**src/rtl/fe_pkg.sv**
```systemverilog
// Shared definitions for the command frame decoder: FSM encoding, framing constants
// and error causes. Used by cmd_frame_decoder and fe_timeout.
package fe_pkg;

    typedef enum logic [2:0] {
        ST_HUNT  = 3'd0,
        ST_CMD   = 3'd1,
        ST_LEN_H = 3'd2,
        ST_LEN_L = 3'd3,
        ST_CHK   = 3'd4,
        ST_ISSUE = 3'd5,
        ST_BUSY  = 3'd6,
        ST_ACK   = 3'd7
    } fe_state_t;

    localparam logic [7:0] SOF_DEFAULT = 8'hA5;

    localparam logic [7:0] CMD_LOOP    = 8'h01;
    localparam logic [7:0] CMD_SD_INIT = 8'h02;
    localparam logic [7:0] CMD_SD_READ = 8'h03;

    localparam logic [1:0] ERR_NONE    = 2'd0;
    localparam logic [1:0] ERR_TIMEOUT = 2'd1;
    localparam logic [1:0] ERR_BADCMD  = 2'd2;
    localparam logic [1:0] ERR_CHKSUM  = 2'd3;

    function automatic logic cmd_is_valid(input logic [7:0] code);
        return (code == CMD_LOOP) || (code == CMD_SD_INIT) || (code == CMD_SD_READ);
    endfunction

endpackage

```
**src/rtl/fe_timeout.sv**
```systemverilog
// Restartable saturating inter-byte counter. Held at zero while not running;
// expired stays high once LIMIT cycles have elapsed without a restart.
module fe_timeout #(
    parameter int LIMIT = 50000
) (
    input  logic clk,
    input  logic rst,
    input  logic run,
    input  logic restart,
    output logic expired
);

    localparam int W = $clog2(LIMIT + 1);
    localparam logic [W-1:0] LIMIT_W = W'(LIMIT);

    logic [W-1:0] count_reg;

    always_ff @(posedge clk) begin
        if (rst || !run || restart) begin
            count_reg <= '0;
        end else if (count_reg != LIMIT_W) begin
            count_reg <= count_reg + 1'b1;
        end
    end

    assign expired = (count_reg == LIMIT_W);

endmodule

```
**src/rtl/cmd_frame_decoder.sv**
```systemverilog
// Hunts for SOF/CMD/LEN_H/LEN_L[/CHK] headers, issues one-cycle commands to the
// FIFO/SD controller and acknowledges completion. CHK byte enabled by CMD_CHECKSUM_EN.
module cmd_frame_decoder
    import fe_pkg::*;
#(
    parameter int         TIMEOUT_CYCLES = 50000,
    parameter logic [7:0] SOF_BYTE       = SOF_DEFAULT
) (
    input  logic        clk,
    input  logic        rst,
    input  logic [7:0]  rx_data,
    input  logic        rx_valid,
    input  logic        fifo_busy,
    input  logic        fifo_done,
    output logic [7:0]  cmd,
    output logic [15:0] rx_cnt,
    output logic        fe_done,
    output logic        frame_err,
    output logic [1:0]  err_code
);

    fe_state_t   state_reg, state_next;
    logic [7:0]  cmd_byte_reg, len_h_reg, len_l_reg;
    logic [7:0]  cmd_reg, cmd_next;
    logic [15:0] rx_cnt_reg, rx_cnt_next;
    logic        fe_done_reg, fe_done_next;
    logic        frame_err_reg;
    logic [1:0]  err_code_reg;
    logic        err_pend_reg, err_pend_next;
    logic [1:0]  err_cause_reg, err_cause_next;

    logic expired, run, cmd_bad, chk_bad, hdr_done, timeout_hit;

    assign run = (state_reg == ST_CMD) || (state_reg == ST_LEN_H) ||
                 (state_reg == ST_LEN_L) || (state_reg == ST_CHK);
    assign cmd_bad     = !cmd_is_valid(cmd_byte_reg);
    // A byte arriving in the expiry cycle wins over the timeout.
    assign timeout_hit = run && expired && !rx_valid;

`ifdef CMD_CHECKSUM_EN
    assign hdr_done = (state_reg == ST_CHK) && rx_valid;
    assign chk_bad  = hdr_done && (rx_data != (cmd_byte_reg ^ len_h_reg ^ len_l_reg));
`else
    assign hdr_done = (state_reg == ST_LEN_L) && rx_valid;
    assign chk_bad  = 1'b0;
`endif

    fe_timeout #(
        .LIMIT(TIMEOUT_CYCLES)
    ) u_timeout (
        .clk     (clk),
        .rst     (rst),
        .run     (run),
        .restart (rx_valid),
        .expired (expired)
    );

    always_ff @(posedge clk) begin
        if (rst) begin
            state_reg <= ST_HUNT;
        end else begin
            state_reg <= state_next;
        end
    end

    always_comb begin
        state_next = state_reg;
        case (state_reg)
            ST_HUNT: begin
                if (rx_valid && (rx_data == SOF_BYTE)) begin
                    state_next = ST_CMD;
                end
            end
            ST_CMD: begin
                if (timeout_hit) begin
                    state_next = ST_HUNT;
                end else if (rx_valid) begin
                    state_next = ST_LEN_H;
                end
            end
            ST_LEN_H: begin
                if (timeout_hit) begin
                    state_next = ST_HUNT;
                end else if (rx_valid) begin
                    state_next = ST_LEN_L;
                end
            end
            ST_LEN_L: begin
                if (timeout_hit) begin
                    state_next = ST_HUNT;
                end else if (rx_valid) begin
`ifdef CMD_CHECKSUM_EN
                    state_next = ST_CHK;
`else
                    state_next = cmd_bad ? ST_HUNT : ST_ISSUE;
`endif
                end
            end
`ifdef CMD_CHECKSUM_EN
            ST_CHK: begin
                if (timeout_hit) begin
                    state_next = ST_HUNT;
                end else if (rx_valid) begin
                    state_next = (chk_bad || cmd_bad) ? ST_HUNT : ST_ISSUE;
                end
            end
`endif
            ST_ISSUE: begin
                if (!fifo_busy) begin
                    state_next = ST_BUSY;
                end
            end
            ST_BUSY: begin
                if (fifo_done) begin
                    state_next = ST_ACK;
                end
            end
            ST_ACK:  state_next = ST_HUNT;
            default: state_next = ST_HUNT;
        endcase
    end

    // Errors are latched as pending and published one cycle later, so every
    // cause shares the same detect-to-pulse latency.
    always_comb begin
        cmd_next       = 8'h00;
        rx_cnt_next    = rx_cnt_reg;
        fe_done_next   = 1'b0;
        err_pend_next  = 1'b0;
        err_cause_next = err_cause_reg;

        if ((state_reg == ST_ISSUE) && !fifo_busy) begin
            cmd_next    = cmd_byte_reg;
            rx_cnt_next = (cmd_byte_reg == CMD_SD_READ) ? 16'h0000 : {len_h_reg, len_l_reg};
        end
        if (state_reg == ST_ACK) begin
            fe_done_next = 1'b1;
        end
        // Length stays visible through the acknowledge cycle, cleared right after.
        if (fe_done_reg) begin
            rx_cnt_next = 16'h0000;
        end

        if (timeout_hit) begin
            err_pend_next  = 1'b1;
            err_cause_next = ERR_TIMEOUT;
        end else if (chk_bad) begin
            err_pend_next  = 1'b1;
            err_cause_next = ERR_CHKSUM;
        end else if (hdr_done && cmd_bad) begin
            err_pend_next  = 1'b1;
            err_cause_next = ERR_BADCMD;
        end
    end

    always_ff @(posedge clk) begin
        if (rst) begin
            cmd_byte_reg  <= 8'h00;
            len_h_reg     <= 8'h00;
            len_l_reg     <= 8'h00;
            cmd_reg       <= 8'h00;
            rx_cnt_reg    <= 16'h0000;
            fe_done_reg   <= 1'b0;
            frame_err_reg <= 1'b0;
            err_code_reg  <= ERR_NONE;
            err_pend_reg  <= 1'b0;
            err_cause_reg <= ERR_NONE;
        end else begin
            if (rx_valid) begin
                case (state_reg)
                    ST_CMD:   cmd_byte_reg <= rx_data;
                    ST_LEN_H: len_h_reg    <= rx_data;
                    ST_LEN_L: len_l_reg    <= rx_data;
                    default:  ;
                endcase
            end
            cmd_reg       <= cmd_next;
            rx_cnt_reg    <= rx_cnt_next;
            fe_done_reg   <= fe_done_next;
            err_pend_reg  <= err_pend_next;
            err_cause_reg <= err_cause_next;
            frame_err_reg <= err_pend_reg;
            if (err_pend_reg) begin
                err_code_reg <= err_cause_reg;
            end
        end
    end

    assign cmd       = cmd_reg;
    assign rx_cnt    = rx_cnt_reg;
    assign fe_done   = fe_done_reg;
    assign frame_err = frame_err_reg;
    assign err_code  = err_code_reg;

endmodule
```
**config.mk**
```make
export PLATFORM = sky130hd
export DESIGN_NAME = cmd_frame_decoder
export DESIGN_NICKNAME = d
export VERILOG_FILES = /design/src/rtl/fe_pkg.sv /design/src/rtl/fe_timeout.sv /design/src/rtl/cmd_frame_decoder.sv
export SDC_FILE = /design/constraint.sdc
export NUM_CORES = 1
export LEC_CHECK = 0
export CORE_MARGIN = 1.5
export CORE_UTILIZATION = 45
export CTS_CLUSTER_DIAMETER = 30
export DETAILED_ROUTE_END_ITERATION = 8
export GPL_ROUTABILITY_DRIVEN = 0
export PLACE_DENSITY = 0.68
export SYNTH_ARGS = -nofsm -noshare
export SYNTH_HDL_FRONTEND = slang
export SYNTH_HIERARCHICAL = 1
export SYNTH_SLANG_ARGS = --single-unit
```
**constraint.sdc**
```tcl
create_clock -name clk -period 2.31 [get_ports clk]
set_input_delay 0.3465 -clock clk [delete_from_list [all_inputs] [get_ports clk]]
set_output_delay 0.3465 -clock clk [all_outputs]
set_load 0.03 [all_outputs]
```
Word level (Yosys, flattened, before mapping)
Index checks and enable logic that the tools add are counted.
{"block": "word_totals", "regBits": 74, "in_bits": 13, "out_inout_bits": 28, "word_cells": 77}
{"block": "classes", "n_addsub": 1, "eq_ne": 19, "mux": 17, "n_bitwise": 1, "reduce_logical": 26}
{"cell": "$mux 3", "n": 10}
{"cell": "$pmux 3 s6", "n": 1}
{"cell": "$add 16x1->16 const B", "n": 1}
{"cell": "$eq 16x16->1 const B", "n": 1}
{"cell": "$eq 8x2->1 const B", "n": 2}
{"cell": "$mux 16", "n": 1}
{"cell": "$ne 16x16->1 const B", "n": 1}
{"cell": "$eq 3x3->1 const B", "n": 4}
{"cell": "$ne 3x3->1 const B", "n": 3}
{"cell": "$eq 8x1->1 const B", "n": 1}
{"cell": "$eq 8x8->1 const B", "n": 1}
{"cell": "$logic_or 1x1->1", "n": 7}
{"cell": "$eq 3x2->1 const B", "n": 2}
{"cell": "$logic_and 1x1->1", "n": 6}
{"cell": "$ne 2x2->1 const B", "n": 3}
{"cell": "$reduce_and 2->1", "n": 3}
{"cell": "$reduce_and 6->1", "n": 1}
{"cell": "$reduce_or 2->1", "n": 3}
{"cell": "$mux 1", "n": 5}
{"cell": "$logic_not 1->1", "n": 4}
{"cell": "$eq 3x1->1 const B", "n": 1}
{"cell": "$logic_not 3->1", "n": 1}
{"cell": "$reduce_bool 2->1", "n": 1}
{"cell": "$not 1->1", "n": 1}

Depth between registers and ports, before layout
Gate-level depths: netlist of run 1.
{"block": "logic_depth", "ltp_word": 8, "mapped_depth": 9, "mapped_depth_nobuf": 9}

Cells and area by module
Netlist of run 1, hierarchy kept.
{"module": "cmd_frame_decoder", "n_inst": 1, "cells_per_inst": 240, "area_each_um2": 2185.8, "seq_area_each_um2": 1161.1}
{"module": "fe_timeout", "n_inst": 1, "cells_per_inst": 90, "area_each_um2": 778.2, "seq_area_each_um2": 320.3}

Worst setup path after synthesis of run 1
Ideal clock, no wire load.
{"block": "synth_timing", "path_type": "register to register", "startpoint": "register state_reg[1]", "endpoint": "register u_timeout.count_reg[0]", "setup_ns": 0.065, "arrival_ns": 1.786, "required_time_ns": 2.245, "slack_ns": 0.459, "stages_incl_launch_ff": 8, "n_path_buf": 3, "synth_period_minus_slack_ns": 1.851, "cell_sequence": "dfxtp_1 -> clkbuf_1 -> nor2_1 -> xnor2_1 -> or3b_2 -> clkbuf_1 -> clkbuf_1 -> nor2_1"}
{"block": "synth_via", "elab_chain_cells": 7, "elab_cells_between_ends": 10}
{"item": "start: declaration", "line_no": "cmd_frame_decoder.sv:22", "rtl": "fe_state_t state_reg, state_next;"}
{"item": "start signal: assignment", "line_no": "cmd_frame_decoder.sv:62", "rtl": "state_reg <= state_next;"}
{"item": "$eq 3x1->1 / $eq 3x2->1 (equally long branches)", "line_no": "cmd_frame_decoder.sv:34", "rtl": "assign run = (state_reg == ST_CMD) || (state_reg == ST_LEN_H) ||"}
{"item": "$logic_or 1x1->1 (2 in series)", "line_no": "cmd_frame_decoder.sv:34"}
{"item": "$logic_or 1x1->1 (*)", "line_no": "cmd_frame_decoder.sv:35", "rtl": "(state_reg == ST_LEN_L) || (state_reg == ST_CHK);"}
{"item": "net run", "line_no": "cmd_frame_decoder.sv:32", "rtl": "logic expired, run, cmd_bad, chk_bad, hdr_done, timeout_hit;"}
{"item": "$logic_not 1->1 (*)", "line_no": "fe_timeout.sv:19", "rtl": "if (rst || !run || restart) begin"}
{"item": "$logic_or 1x1->1 (*) (2 in series)", "line_no": "fe_timeout.sv:19"}
{"item": "end signal: assignment", "line_no": "fe_timeout.sv:22", "rtl": "count_reg <= count_reg + 1'b1;"}
{"item": "end: declaration", "line_no": "fe_timeout.sv:16", "rtl": "logic [W-1:0] count_reg;"}
The timed path passes the listed nets; every way through them passes the cells marked *.
A chain may end at the register's enable or synchronous reset.

Final worst setup path of run 1
{"block": "layout_timing", "startpoint": "register u_timeout.count_reg[6]", "endpoint": "register state_reg[2]"}
{"block": "layout_via", "elab_chain_cells": 5, "elab_cells_between_ends": 11}
{"item": "$eq 16x16->1 (*)", "line_no": "fe_timeout.sv:26", "rtl": "assign expired = (count_reg == LIMIT_W);"}
{"item": "net expired", "line_no": "cmd_frame_decoder.sv:32"}
{"item": "$logic_and 1x1->1 (*) (2 in series)", "line_no": "cmd_frame_decoder.sv:38", "rtl": "assign timeout_hit = run && expired && !rx_valid;"}
{"item": "$ne 3x3->1 (no line) (tied with other cells)"}
{"item": "$reduce_and 6->1 (no line) / $pmux 3 s6 (equally long branches)"}
Marked as above.

==> impl_summary.md, run 1 <==
Status
The flow ran to the end, and the final reports show no timing, DRC or antenna violations.

Layout
Leaving out fill and tap cells, the most frequent cells in the layout are 74 x sky130_fd_sc_hd__dfxtp_1, 42 x sky130_fd_sc_hd__nor2_1, 40 x sky130_fd_sc_hd__clkdlybuf4s50_1. In the final layout, the share of cells above drive strength 1 is 10.0%. The post-route standard cell area excluding fillers is approximately 0.0037 mm². The total number of nets in the final design is 390. Compared with the post-synthesis result, the final layout area differs by 25.1%. Leaving out fill and tap cells, the most frequent cell in the layout is sky130_fd_sc_hd__dfxtp_1. The post-route non-filler standard cell count is 456. The repair_antennas step left the layout with diodes totalling 0.

Clock network
The number of gates given a new drive strength after cts is 0. The clock net in this run drives a total of 74 sinks. CTS built an H-tree with a depth of 3.

The TritonCTS clock tree is done. The maximum clock path buffer count is 2. The clock-pin slew on the worst setup and hold paths is around 0.070 ns. Clock latency on the worst-skew pair, taken at its later pin, is about 0.34 ns. After clock tree synthesis, the setup repair step added 0 buffers. The TritonCTS buffer count is 9.

The hold-fix buffer count after cts is 0. The clock root buffer master is sky130_fd_sc_hd__clkbuf_8.

Drt
The final routed DRC violation total is 0. The overall routed net length is around 6.2 mm. Using the TritonRoute via totals, the vias-per-cell ratio works out to ~5.3. For this block, the via count after detailed routing is 2411. The first TritonRoute pass finished after 4 iterations.

The detail route stage leaves a number of antenna-violating nets equal to 0. The detailed router finished its first iteration with 87 violations. The routed wire length per instance is ~13 µm.

Yosys
The share of flip-flops with an asynchronous set or reset is 0%. Among all flip-flop cells after synthesis, the most frequent one is sky130_fd_sc_hd__dfxtp_1. In the post-synthesis netlist, the biggest area contributors are sky130_fd_sc_hd__dfxtp_1 50%, sky130_fd_sc_hd__nor2_1 5.3%, sky130_fd_sc_hd__nand2_1 4.9%, sky130_fd_sc_hd__a21oi_1 4.6%, sky130_fd_sc_hd__a22oi_1 4.1%. Yosys printed 6 warnings. Dividing the synthesized area by the synthesized cell count gives about 9 µm². Synthesis produced 330 cells.

The number of enable flip-flop cells after synthesis is 0. The share of the synthesized area in the top cell type is between 40% and 50%. After synthesis the netlist holds a flip-flop and latch count of 74. The share of synthesized area occupied by flip-flops and latches is 50.0%. The synthesized netlist contains 49 unique library cells.

sky130_fd_sc_hd__dfxtp_1 takes more of the synthesized area than any other cell. Synthesis produced a netlist with a net count of ~350. The synthesized area is 0.00296 mm².

Setup path
The largest stage delay on the critical path is 0.40 ns. The type of the setup path with the least slack is flip-flop to flip-flop. In this design, the largest share of critical-path delay is due to simple AND/OR/NAND/NOR gates.

Traced cell by cell, the critical path runs through nor4bb_1 -> nand4_1 -> inv_1 -> nor4_1 -> or3_4 -> o32ai_2. On the critical path, the stage with the largest delay is an instance of sky130_fd_sc_hd__dfxtp_1. The most critical setup path has its startpoint at u_timeout/count_reg[6]$_SDFFE_PP0P_. The kind of end point of the critical path is a flip-flop. The endpoint required time on the critical path is around 2.6 ns. The critical path launch point type is a flip-flop. Counting both buffers and inverters, the worst setup path holds a total of 1. The largest fanout on the critical path is 6. The worst register-to-register path begins at u_timeout/count_reg[6]$_SDFFE_PP0P_.

Data on the critical path arrives at its endpoint at 2.32 ns.

Power
Power comes to roughly 0.0027 W. The analysis attributes to cell leakage a power of approximately 1.3 nW. The highest ir drop seen on vdd is between 0.3 and 0.4 mV. The power density normalized to cell area is 722 mW/mm².

Floorplan
The floorplan step defined a die boundary enclosing 0.00708 mm². The I/O pin count is 41. Once the floorplan was initialized, standard cells occupied around 47% of the core.

The count of standard-cell rows is 29. The horizontal extent of the die is between 80 and 90 µm. The placeable core region is about 0.0063 mm². The die is around 84 µm tall.

Min path
The startpoint of the lowest-slack hold path is len_l_reg[5]$_SDFFE_PP0P_. The worst hold path belongs to the class flip-flop to flip-flop.

Global routing
The met3 layer usage reported by global route is under 10%. The first-pass GRT wire length is 10.2 mm. met2 is the most crowded layer. The initial antenna violation count was 0. Global routing used a little under a fifth of the available tracks across all layers. The via count of the first global-routing pass is ~2200. The global routing met2 resource utilization is between 20 and 30%. The maximum number of pins on one net before global-route repair is 37.

Global routing consumed, on the met1 layer, a little under a quarter of the routing resources. For this run the aggregate overflow at the end of global routing stands at 0.

Timing
The total count of hold-check failures in the final report was 0. The count of final max-slew check failures is 0. The portion of the clock cycle consumed by the worst path in the final layout is between 80% and 90%. Setup violations remaining at the end of the flow were counted as 0. The maximum clock rate is 486 MHz. The minimum clock period is just over 2 ns. The post-route clock skew is slightly above 0.007 ns. Setup repair after global routing left no endpoint under its margin. The slew of the pin with the lowest slew margin is roughly 0.58 ns.

The headroom to the max-slew limit is roughly 60%.

Placed design
Input and output buffers added on the ports amount to 40. The total placed instance area is 0.00350 mm². The HPWL reported at the end of detailed placement is 4.33 mm.

The instance count after placement with tap cells included is 441.

Job
Across the run, the number of max-cap violations was 0.
==> cell usage after synthesis, types with 3 or more instances <==
cell type and n:
sky130_fd_sc_hd__nand3_1 7, sky130_fd_sc_hd__o31ai_1 3, sky130_fd_sc_hd__inv_1 7, sky130_fd_sc_hd__o21ai_0 5, sky130_fd_sc_hd__nor2_1 42, sky130_fd_sc_hd__nor2b_1 3, sky130_fd_sc_hd__a22oi_1 16, sky130_fd_sc_hd__and2_1 8
sky130_fd_sc_hd__nor4_1 4, sky130_fd_sc_hd__nor3_1 5, sky130_fd_sc_hd__or3_1 4, sky130_fd_sc_hd__nand2_1 39, sky130_fd_sc_hd__xnor2_1 7, sky130_fd_sc_hd__dfxtp_1 74, sky130_fd_sc_hd__buf_2 3, sky130_fd_sc_hd__and3b_1 3
sky130_fd_sc_hd__xor2_1 3, sky130_fd_sc_hd__nand2b_1 4, sky130_fd_sc_hd__nand3b_1 4, sky130_fd_sc_hd__mux2i_1 11, sky130_fd_sc_hd__clkbuf_1 14, sky130_fd_sc_hd__a21oi_1 27
==> path summary, 6_finish.rpt <==
kind	end	cells after the start	slack [ns]
worst min-delay path	len_l_reg[5]$_SDFFE_PP0P_	2	0.46
worst max register to register	state_reg[2]$_SDFFE_PP0P_	6	0.25
worst min register to register	len_l_reg[5]$_SDFFE_PP0P_	2	0.46
worst max-delay path	state_reg[2]$_SDFFE_PP0P_	6	0.25
==> final cells by class <==
| type | instances | area (µm²) |
|---|---|---|
| Multi-Input combinational cell | 230 | 1390 |
| Clock inverter | 6 | 82.6 |
| Tap cell | 77 | 96.3 |
| Clock buffer | 9 | 124 |
| Fill cell | 571 | 2640 |
| Inverter | 7 | 26.3 |
| Timing Repair Buffer | 53 | 510 |
| Sequential cell | 74 | 1480 |
==> metal layers <==
metal | wire length, µm | share of wire (%)
met1 | 2960 | 48
met2 | 2860 | 46
met3 | 206 | 3.3
met4 | 127 | 2.1
met5 | 0 | 0
==> worst register-to-register path, delay by kind of cell (launching register included) <==
family                 cells  cell delay [ns]
AO/OA/AOI/OAI              1             0.24
buffers and inverters      1             0.22
flip-flops                 1             0.40
AND/OR/NAND/NOR            4             1.12
==> per-stage QoR <==
stage / setup TNS, ns / setup WS (ns) / hold slack [ns] / utilization (%)
floorplan: 0 / 0.459 / 0.436 / -
global placement: -0.00948 / -0.00948 / 0.443 / 55.2
detailed placement: -0.0399 / -0.0399 / 0.447 / 55.2
CTS: 0 / 0.245 / 0.459 / 58.4
global route: 0 / 0.0602 / 0.473 / 58.4
finish: 0 / 0.252 / 0.456 / 58.4
==> where the power goes <==
| group | switching [W] | internal, W |
|---|---|---|
| logic | 0.000137 | 0.000125 |
| registers | 0.0000450 | 0.00131 |
| clock network | 0.000462 | 0.000596 |
| total | 0.000644 | 0.00203 |
==> cell families after synthesis <==
logic type,after synthesis,share of synthesized area [%]
fa+ha+maj,2,0.844
simple gates,146,25.9
compound gates,61,13.2
mux,11,3.71
xor+xnor,10,2.96
buf+inv,26,3.42
flops,74,50.0
(Power assumes the default switching activity.)
==> run 2, diff against run 1 <==
- REMOVE_ABC_BUFFERS: not set -> 1
==> run 2 against run 1 <==
  * Worst hold slack better by 0.0069 ns
  * Sequential cell count unchanged
  * Clock power about the same
  * Sequential share of layout area up 0.12 points
  * Die area unchanged
  * Non-clock buffer count unchanged
  * Cell count up 0.22%
  * Via count up 0.83%
  * Highest routed layer unchanged
  * Critical path depth down 1
  * Count of clock-buffer cells in the layout unchanged
  * Global-route usage up 1.5 points
==> impl_summary.md, run 2 (synthesis gave the netlist of run 1 again) <==
Setup path
In this run the worst path has a maximum fanout of 2. STA classifies the critical path startpoint as an input pin. The kind of end point of the critical path is a flip-flop. The critical path in this run is classified as input pin to flip-flop. The largest stage delay on the critical path is 0.56 ns. Walking the worst path, the cells encountered are clkdlybuf4s50_1 -> or4b_1 -> o31a_1 -> or3_4 -> o32ai_2. For this design, the slowest cell found on the critical path is sky130_fd_sc_hd__or4b_1. For the worst setup path, the data required time is ~2.6 ns. At the worst endpoint, the arrival time is ~2.3 ns. For flop-to-flop paths, the worst setup slack is 0.31 ns.

Layout
In the final layout, the share of cells above drive strength 1 is 10.3%. The post-route standard cell area excluding fillers is between 0.003 and 0.004 mm². Cells fill between 50% and 60% of the core in the end. The layout has about 560 filler cells. The most common library cell in the layout ignoring fill and taps is sky130_fd_sc_hd__dfxtp_1. The library cells used most frequently in the layout, excluding fill and tap cells, are 74 x sky130_fd_sc_hd__dfxtp_1, 42 x sky130_fd_sc_hd__nor2_1, 40 x sky130_fd_sc_hd__clkdlybuf4s50_1. The antenna diode count is 0. After the last flow step, the layout net total stands at a little under 400.

After the flow finishes, the layout carries non-filler instances totaling ~460. From synthesis to final layout, the design area changed by 24.7%.

Timing
For the pin with the worst max-slew slack, the measured transition is 0.636 ns. Timing would allow up to roughly 490 MHz. The minimum clock period is 2.03 ns. The count of final max-slew check failures is 0. The worst pin sits at a relative slew slack of 57.1%. The portion of the clock cycle consumed by the worst path in the final layout is between 80% and 90%. Setup violations remaining at the end of the flow were counted as 0.

The total count of hold-check failures in the final report is 0. Summed over all failing endpoints, the final setup total negative slack is 0 ns. Setup repair after global routing left no endpoint under its margin. Across the routed clock network, the largest skew measured is 0.0137 ns.

Floorplan
In this run the core area contains 29 standard-cell rows. Once the floorplan was initialized, standard cells occupied between 40% and 50% of the core. 41 I/O pins were placed. The die is between 80 and 90 µm wide. The floorplan step set the die height to between 80 and 90 µm. The placeable core region is approximately 0.0063 mm². The floorplan step defined a die boundary enclosing 0.00708 mm².

Power
The power density normalized to cell area is about 700 mW/mm². For this design the static power due to leakage is about 1.3 nW. The analysis attributes to net switching a power of 0.000699 W. The internal power of the cells is ~0.0019 W. The clock share of power is between 30% and 40%. In this run, flip-flops and latches consume around half of the power. The share of total power consumed by net switching is between 20% and 30%. The combinational share of power is 9.3%. VDD sags by at most around 0.39 mV. Total power for the finished layout comes to between 0.002 and 0.003 W.

Clock network
The clock root buffer master is sky130_fd_sc_hd__clkbuf_8. In this run, CTS created clock tree buffers numbering 9. The number of gates given a new drive strength after cts is 0.

The post-CTS setup buffer count is 0. After clock tree synthesis, the clock-pin slew on the worst setup and hold paths is around 0.090 ns. The maximum clock path buffer count is 2. Buffers inserted to repair hold after CTS numbered 0. TritonCTS built the clock tree.

CTS built an H-tree with a depth of 3. The source-to-sink clock delay at the later pin of the worst-skew pair is between 0.3 and 0.4 ns. The clock sink total is 74.

Placed design
In this run the cell area measured after placement is between 0.003 and 0.004 mm². The instance count after placement with tap cells included is between 400 and 500. The HPWL reported at the end of detailed placement is about 4.5 mm.

The port buffer count is 40.

Drt
The count of routing violations after the opening detailed-route iteration is 115. The routed wire length per instance is between 10 and 15 µm. The number of nets still failing antenna checks after routing is 0. In the routed layout, each cell is associated on average with a via count of roughly 5.3. For this block, the via count after detailed routing is 2431. The number of iterations in the first detailed-routing pass is 4. Wires add up to 6.27 mm. In the routed design, unresolved DRC markers number 0.

Global routing
Entering global routing, the biggest net connects 23 pins. The via count of the first global-routing pass came to roughly 2400. The first global-routing pass estimated 11.3 mm of wire.

The initial antenna violation count is 0. The total grt overflow is 0. Across every metal layer, demand over resource in global routing totals between 10% and 20%.

Status
The run finished with clean final reports.

Job
The tool flagged a number of max-cap violations equal to 0.

Min path
The kind of path behind the tightest hold check is flip-flop to flip-flop.
[run 2: layer usage]
| layer | GRT usage (%) | vias to the layer above | routed length [µm] |
|---|---|---|---|
| li1 | - | 1237 | - |
| met1 | 24.5 | 1126 | 2830 |
| met2 | 32.5 | 57 | 3010 |
| met3 | 6.00 | 11 | 325 |
| met4 | 6.11 | 0 | 98 |
| met5 | 0 | - | 0 |
[run 2: worst paths after layout]
check | depth (start not counted) | from | endpoint
max reg2reg | 6 | u_timeout/count_reg[6]$_SDFFE_PP0P_ | state_reg[2]$_SDFFE_PP0P_
min | 2 | len_l_reg[1]$_SDFFE_PP0P_ | len_l_reg[1]$_SDFFE_PP0P_
min reg2reg | 2 | len_l_reg[1]$_SDFFE_PP0P_ | len_l_reg[1]$_SDFFE_PP0P_
max | 5 | rx_data[3] | state_reg[2]$_SDFFE_PP0P_
[run 2: through the flow]
step           worst slack, ns  hold WS [ns]
6_report                 0.284         0.463
4_1_cts                  0.296         0.464
5_1_grt                  0.109         0.486
3_5_place_dp           -0.0525         0.446
3_3_place_gp           0.00191         0.443
2_1_floorplan           0.0686         0.416
[run 2: cell type report]
| type | count | area (µm²) | share of cell area, % |
|---|---|---|---|
| Tap cell | 77 | 96.3 | 2.61 |
| Clock buffer | 9 | 124 | 3.35 |
| Timing Repair Buffer | 53 | 498 | 13.5 |
| Sequential cell | 74 | 1480 | 40.1 |
| Clock inverter | 7 | 83.8 | 2.27 |
| Multi-Input combinational cell | 230 | 1390 | 37.5 |
| Inverter | 7 | 26.3 | 0.711 |
[run 2: worst max-delay path: cells and delay by family]
kind	cells	cell delay, ns
AO/OA/AOI/OAI	2	0.57
buffers and inverters	1	0.43
AND/OR/NAND/NOR	2	0.94
[run 2: power by group through the flow]
stage | Sequential [W] | Combinational [W] | Clock, W
floorplan | 0.00138 | 0.000159 | 0
global placement | 0.00139 | 0.000241 | 0
detailed placement | 0.00139 | 0.000248 | 0
CTS | 0.00136 | 0.000247 | 0.00106
global route | 0.00137 | 0.000274 | 0.00112
finish | 0.00136 | 0.000245 | 0.00104
==> run 3, diff against run 2 <==
- CORE_MARGIN: 1.5 -> 4
==> run 3 against run 2 <==
  * Total power increased by 3.5%
  * Worst hold slack got worse by 0.0061 ns
  * Via count increased by 0.95%
  * Non-clock buffer count increased by 2
  * Cell count increased by 0.44%
  * Sequential power about the same
  * Sequential share of layout area decreased by 0.38 points
  * Clock skew decreased by 0.0044 ns
  * Die area increased by 12%
==> impl_summary.md, run 3 (synthesis gave the netlist of run 1 again) <==
Drt
Summed over all layers, the routed wires come to ~6.6 mm. In the routed layout, each cell is associated on average with a via count of 5.35. The final routed DRC violation total is 0. Before antenna repair, the detailed router went through 4 iterations. For this block, the via count after detailed routing is between 2000 and 2500. The detailed router finished its first iteration with about 140 violations. The number of nets still failing antenna checks after routing is 0. The routed wire length per instance is around 14 µm.

Timing
Setup violations remaining at the end of the flow were counted as 0. The portion of the clock cycle consumed by the worst path in the final layout is a little under 90%. The maximum clock rate is between 500 and 600 MHz. Setup repair after global routing left no endpoint under its margin. The headroom to the max-slew limit is 64.4%. In the post-route analysis, the smallest setup slack over all paths is about 0.31 ns.

Counting I/O delays and the setup requirement, the final critical path takes 2.00 ns. The count of final max-slew check failures is 0. After routing, the total negative slack on setup checks comes to 0 ns. On the final layout, the worst clock skew is around 0.0093 ns. The slew of the pin with the lowest slew margin is around 0.53 ns.

The total count of hold-check failures in the final report came to 0.

Layout
Leaving out fill and tap cells, the most frequent cells in the layout are 74 x sky130_fd_sc_hd__dfxtp_1, 42 x sky130_fd_sc_hd__nor2_1, 40 x sky130_fd_sc_hd__clkdlybuf4s50_1. In the final layout, the share of cells above drive strength 1 is between 10% and 20%. The number of antenna diodes in the final layout is 0. The number of inserted filler cells in the final layout is 554. The most common library cell in the layout ignoring fill and taps is sky130_fd_sc_hd__dfxtp_1. The sequential cell area is 0.00148 mm². The area overhead of the layout relative to synthesis is 25.9%. The total number of nets in the final design is 392. In the final layout, the multi-input gates occupy 0.00139 mm².

Clock network
Counting the buffers created by CTS gives 9. The maximum clock path buffer count is 2. The post-CTS setup buffer count is 0. In this run, post-CTS repair resized a total of 0 instances.

Clock-pin slew was measured on the worst setup and hold paths at 0.08 ns. Buffers inserted to repair hold after CTS numbered 0. At the later pin of the worst-skew pair, clock insertion delay measures 0.35 ns. The clock root buffer master is sky130_fd_sc_hd__clkbuf_8. The TritonCTS clock tree is done. The clock sink total is between 70 and 80. The number of H-tree branching levels is 3.

Power
The leakage component of the power is between 1 and 1.5 nW. The highest ir drop seen on vdd is around 0.42 mV. For this design the ratio of total power to cell area is around 730 mW/mm².

Setup path
The critical path in this run is classified as input pin to flip-flop. For the worst setup path, the data required time is around 2.6 ns. The signal on the critical path passes through clkdlybuf4s50_1 -> or4b_1 -> o31a_1 -> or3_4 -> o32ai_2.

The critical path launch point type is an input pin. The master of the slowest instance on the critical path is sky130_fd_sc_hd__or4b_1. The largest fanout on the critical path is 2. The largest stage delay on the critical path is approximately 0.55 ns. The reg-to-reg setup timing slack is roughly 0.34 ns. The worst reg-to-reg path cell count is 5. The worst path arrival time is around 2.3 ns. STA classifies the critical path endpoint as a flip-flop.

Global routing
The global routing met2 resource utilization is 31.5%. The routing usage on met1 is 22.0%. The global router's overall resource usage is around 18%. The via count of the first global-routing pass is 2439.

The initial antenna violation count is 0. The total grt overflow is 0. In the global route stage, met3 resource usage came out at under 10%. Entering global routing, the biggest net connects 19 pins. met2 is the most crowded layer. The first global-routing pass estimated about 11 mm of wire.

Placed design
Before CTS, the worst setup slack after placement is -0.0287 ns. During placement, the flow inserted port buffers numbering 40. The HPWL reported at the end of detailed placement is between 4 and 5 mm.

Min path
The tightest min-delay check is of the flip-flop to flip-flop type. The worst hold path was traced through 2 stages.

Floorplan
The effective utilization at floorplan is between 40% and 50%. The area of the die is 0.00795 mm². The floorplan has 29 rows. between 40 and 50 I/O pins were placed.

The total area inside the core boundary comes to 0.00639 mm². The die is slightly below 90 µm tall. The horizontal extent of the die is between 80 and 90 µm.

Status
The run finished with clean final reports.

Job
Across the run, the number of max-cap violations was 0.
## run 3: cell types whose count changed in the layout (fill, tap and decap cells not counted), sizes merged
cell,before,now
inv,11,8
buf,13,15
clkbuf,9,11
bufinv,1,2
clkinv,1,2
clkinvlp,1,0
## run 3: area by class of cell
cell class	instances	area share (%)
clock buffer	11	3.79
clock inverter	5	2.31
inverter	7	0.704
multi-input combinational	230	37.2
sequential	74	39.7
tap	77	2.58
timing repair buffer	55	13.7
## run 3: layer usage
metal	share of wire (%)	up-vias	wire (µm)
li1	-	1241	-
met1	45	1163	2970
met2	49	43	3260
met3	4.9	7	321
met4	1.0	0	67
met5	0	-	0
## run 3: through the flow
stage / instances / instance area, µm² / utilization (%) / hold slack (ns) / power, W
after floorplan: 311 / 2890 / - / 0.416 / 0.00154
after global placement: 443 / 3500 / 54.9 / 0.443 / 0.00163
after detailed placement: 443 / 3500 / 54.9 / 0.449 / 0.00164
after CTS: 459 / 3730 / 58.4 / 0.459 / 0.00276
after global routing: 459 / 3730 / 58.4 / 0.481 / 0.00286
final: 459 / 3730 / 58.4 / 0.456 / 0.00274
## run 3: where the power goes
group | internal (W) | total, W | switching (W)
clock network | 0.000646 | 0.00112 | 0.000477
registers | 0.00131 | 0.00136 | 0.0000540
logic | 0.000120 | 0.000252 | 0.000132
## run 3: worst max-delay path: cells and delay by family
kind            cells  cell delay, ns
buf+inv             1            0.43
simple gates        2            0.93
compound gates      2            0.55
## run 3: final timing paths
path / end / startpoint
worst max-delay path: state_reg[2]$_SDFFE_PP0P_ / rx_data[3]
worst min-delay path: len_l_reg[1]$_SDFFE_PP0P_ / len_l_reg[1]$_SDFFE_PP0P_
worst max register to register: u_timeout/count_reg[14]$_SDFFE_PP0P_ / u_timeout/count_reg[0]$_SDFFE_PP0P_
worst min register to register: len_l_reg[1]$_SDFFE_PP0P_ / len_l_reg[1]$_SDFFE_PP0P_
==> variant: new RTL, settings of run 1 <==
Encoding of `fe_state_t`: now one-hot (8 bits for 8 states).
--- a/src/rtl/fe_pkg.sv
+++ b/src/rtl/fe_pkg.sv
@@ -2,15 +2,15 @@
 // and error causes. Used by cmd_frame_decoder and fe_timeout.
 package fe_pkg;
 
-    typedef enum logic [2:0] {
-        ST_HUNT  = 3'd0,
-        ST_CMD   = 3'd1,
-        ST_LEN_H = 3'd2,
-        ST_LEN_L = 3'd3,
-        ST_CHK   = 3'd4,
-        ST_ISSUE = 3'd5,
-        ST_BUSY  = 3'd6,
-        ST_ACK   = 3'd7
+    typedef enum logic [7:0] {
+        ST_HUNT  = 8'b00000001,
+        ST_CMD   = 8'b00000010,
+        ST_LEN_H = 8'b00000100,
+        ST_LEN_L = 8'b00001000,
+        ST_CHK   = 8'b00010000,
+        ST_ISSUE = 8'b00100000,
+        ST_BUSY  = 8'b01000000,
+        ST_ACK   = 8'b10000000
     } fe_state_t;
 
     localparam logic [7:0] SOF_DEFAULT = 8'hA5;
Behaviour: no difference found for any inputs over 10 cycles, from zero or initial values and one cycle with rst high; not proved beyond that.
==> variant against run 1 <==
Routed wire length increased by 11%; setup slack got worse by 0.094 ns; synthesized cell count rose by 2.4%; power rose by 5.9%; sequential cell count increased by 4; synthesized area increased by 12%; cell area rose by 8.2%; critical path type unchanged.
==> variant: results (changes against run 1) <==
* Result of the run: completed
- Share of synthesized registers carrying an async set or reset: 0% (unchanged)
* Master cell of the clock root buffer: sky130_fd_sc_hd__clkbuf_8
- The proportion of layout cells with a drive suffix above 1 is 13.4% (+3.4 points).
* Wirelength per Cell: 14.1 um (+4.1%)
- Fraction of area in registers: 38.9% (-1.0 points)
- The net count reported at finish is 399 (+2.3%).
- The arrival time at the worst endpoint was 2.38 ns (+0.06 ns).
* Pin count of the biggest net entering global routing: 24 (-35%)
* Area contributors post-synth: sky130_fd_sc_hd__dfxtp_1 (47%), sky130_fd_sc_hd__mux2i_1 (8.4%), sky130_fd_sc_hd__nor2_1 (7.2%)
- The post-route clock skew is 0.00874 ns (+0.00163 ns).
* Initial drt markers: 82 (-5.7%)
* Synth Net Count: 353 (+2.3%)
- Multi-input gate share of total cell area: 39.5% (+2.1 points)
- The share of synthesized area occupied by flip-flops and latches was 47.0% (-3.0 points).
* Post-cts resize count: 0 (unchanged)
- The synthesized area divided by synthesized cell count came to 9.83 um2 (+9.5%).
* TritonRoute pass-1 iters: 4 (unchanged)
- The overall track demand over capacity in global routing is 18.9% (+0.79 points).
- Grouping stages by cell kind, the critical path spends the most delay in simple AND/OR/NAND/NOR gates.
* Multi-input combinational cell count: 233 (+1.3%)
- The count of filler cells inserted in the layout is 695 (+22%).
- The cell area reported after detailed placement was 3800 um2 (+8.5%).
- The via-per-instance ratio is 5.23 (-1.1%).
- Yosys warns: 6 (unchanged)
* Most frequent cells after synthesis: sky130_fd_sc_hd__dfxtp_1 (78), sky130_fd_sc_hd__nor2_1 (64), sky130_fd_sc_hd__mux2i_1 (28), sky130_fd_sc_hd__nand2_1 (13)
* Slowest cell on the critical path: sky130_fd_sc_hd__dfxtp_1
- The highest ir drop seen on vdd came to 0.349 mV (-0.28%).
- The via count of the first global-routing pass came to 2380 (+9.5%).
- The number of signal-net inverters in the final layout is 9 (+2).
- Clock network share of area: 5.24% (-0.33 points)
- The total vias in the final route came to 2546 (+5.6%).
- The total of buffers placed on input and output ports came to 40 (unchanged).
- The unique cell type count in the Yosys netlist came to 57 (+16%).
* Antenna fix cells: 0 (unchanged)
* Initial antenna violation count: 0 (unchanged)
* Inst Count DP: 472 (+7.0%)
* Leakage power total: 1.55 nW (+23%)
- The post-detailed-placement half-perimeter wirelength was 4.84 mm (+12%).
- NonClk Buf Share: 12.4% (-1.4 points)
- The maximum fanout encountered on the critical timing path was 9 (+3).
* Number of buffers on the longest clock path: 2 (unchanged)
- The first-pass GRT wire length was 11.4 mm (+11%).
- The normalized max-slew margin came to 61.3% (about the same).
- Cell area power density: 706 nW/um2 (-2.1%)
* Number of buffers created by CTS: 9 (unchanged)
- In this design, the stage delay of the slowest critical-path cell is 0.41 ns.
- CTS sink count: 78 (+5.4%)
## variant: cell count changes after synthesis, sizes merged, moves of 5 or more
cell / delta
a21oi: -17
nand2: -26
buf: +5
nand3: +5
mux2i: +17
nor2: +22
clkbuf: -6
## variant: worst paths after layout
path | startpoint | to | slack [ns] | depth (start not counted)
hold reg to reg | u_timeout/count_reg[15] | u_timeout/count_reg[15] | 0.49 | 2
setup / recovery | u_timeout/count_reg[0] | cmd_byte_reg[7] | 0.16 | 11
setup reg to reg | u_timeout/count_reg[0] | cmd_byte_reg[7] | 0.16 | 11
hold / removal | u_timeout/count_reg[15] | u_timeout/count_reg[15] | 0.49 | 2
## variant: per-stage QoR
stage	worst slack [ns]	util (%)
final	0.158	55.6
after global routing	0.00159	55.6
after CTS	0.163	55.6
after detailed placement	0.194	52.7
after global placement	0.200	52.7
after floorplan	0.292	-
## variant: power breakdown
group | switching [mW] | internal, mW
logic | 0.165 | 0.147
clock network | 0.490 | 0.602
registers | 0.0627 | 1.37
total | 0.718 | 2.12
## variant: routing by layer
| layer | vias to the layer above | track usage (%) | wire length [um] |
|---|---|---|---|
| li1 | 1277 | - | - |
| met1 | 1212 | 26.7 | 3470 |
| met2 | 48 | 27.8 | 2980 |
| met3 | 9 | 4.89 | 263 |
| met4 | 0 | 7.27 | 134 |
| met5 | - | 0 | 0 |
## variant: cell families after synthesis
logic type	synth area share (%)
and+or+nand+nor	24.6
DFF	47.0
AOI/OAI and AO/OA	11.0
muxes	8.43
buffers and inverters	5.35
xor gates and xnor gates	2.90
adders and majority gates	0.753
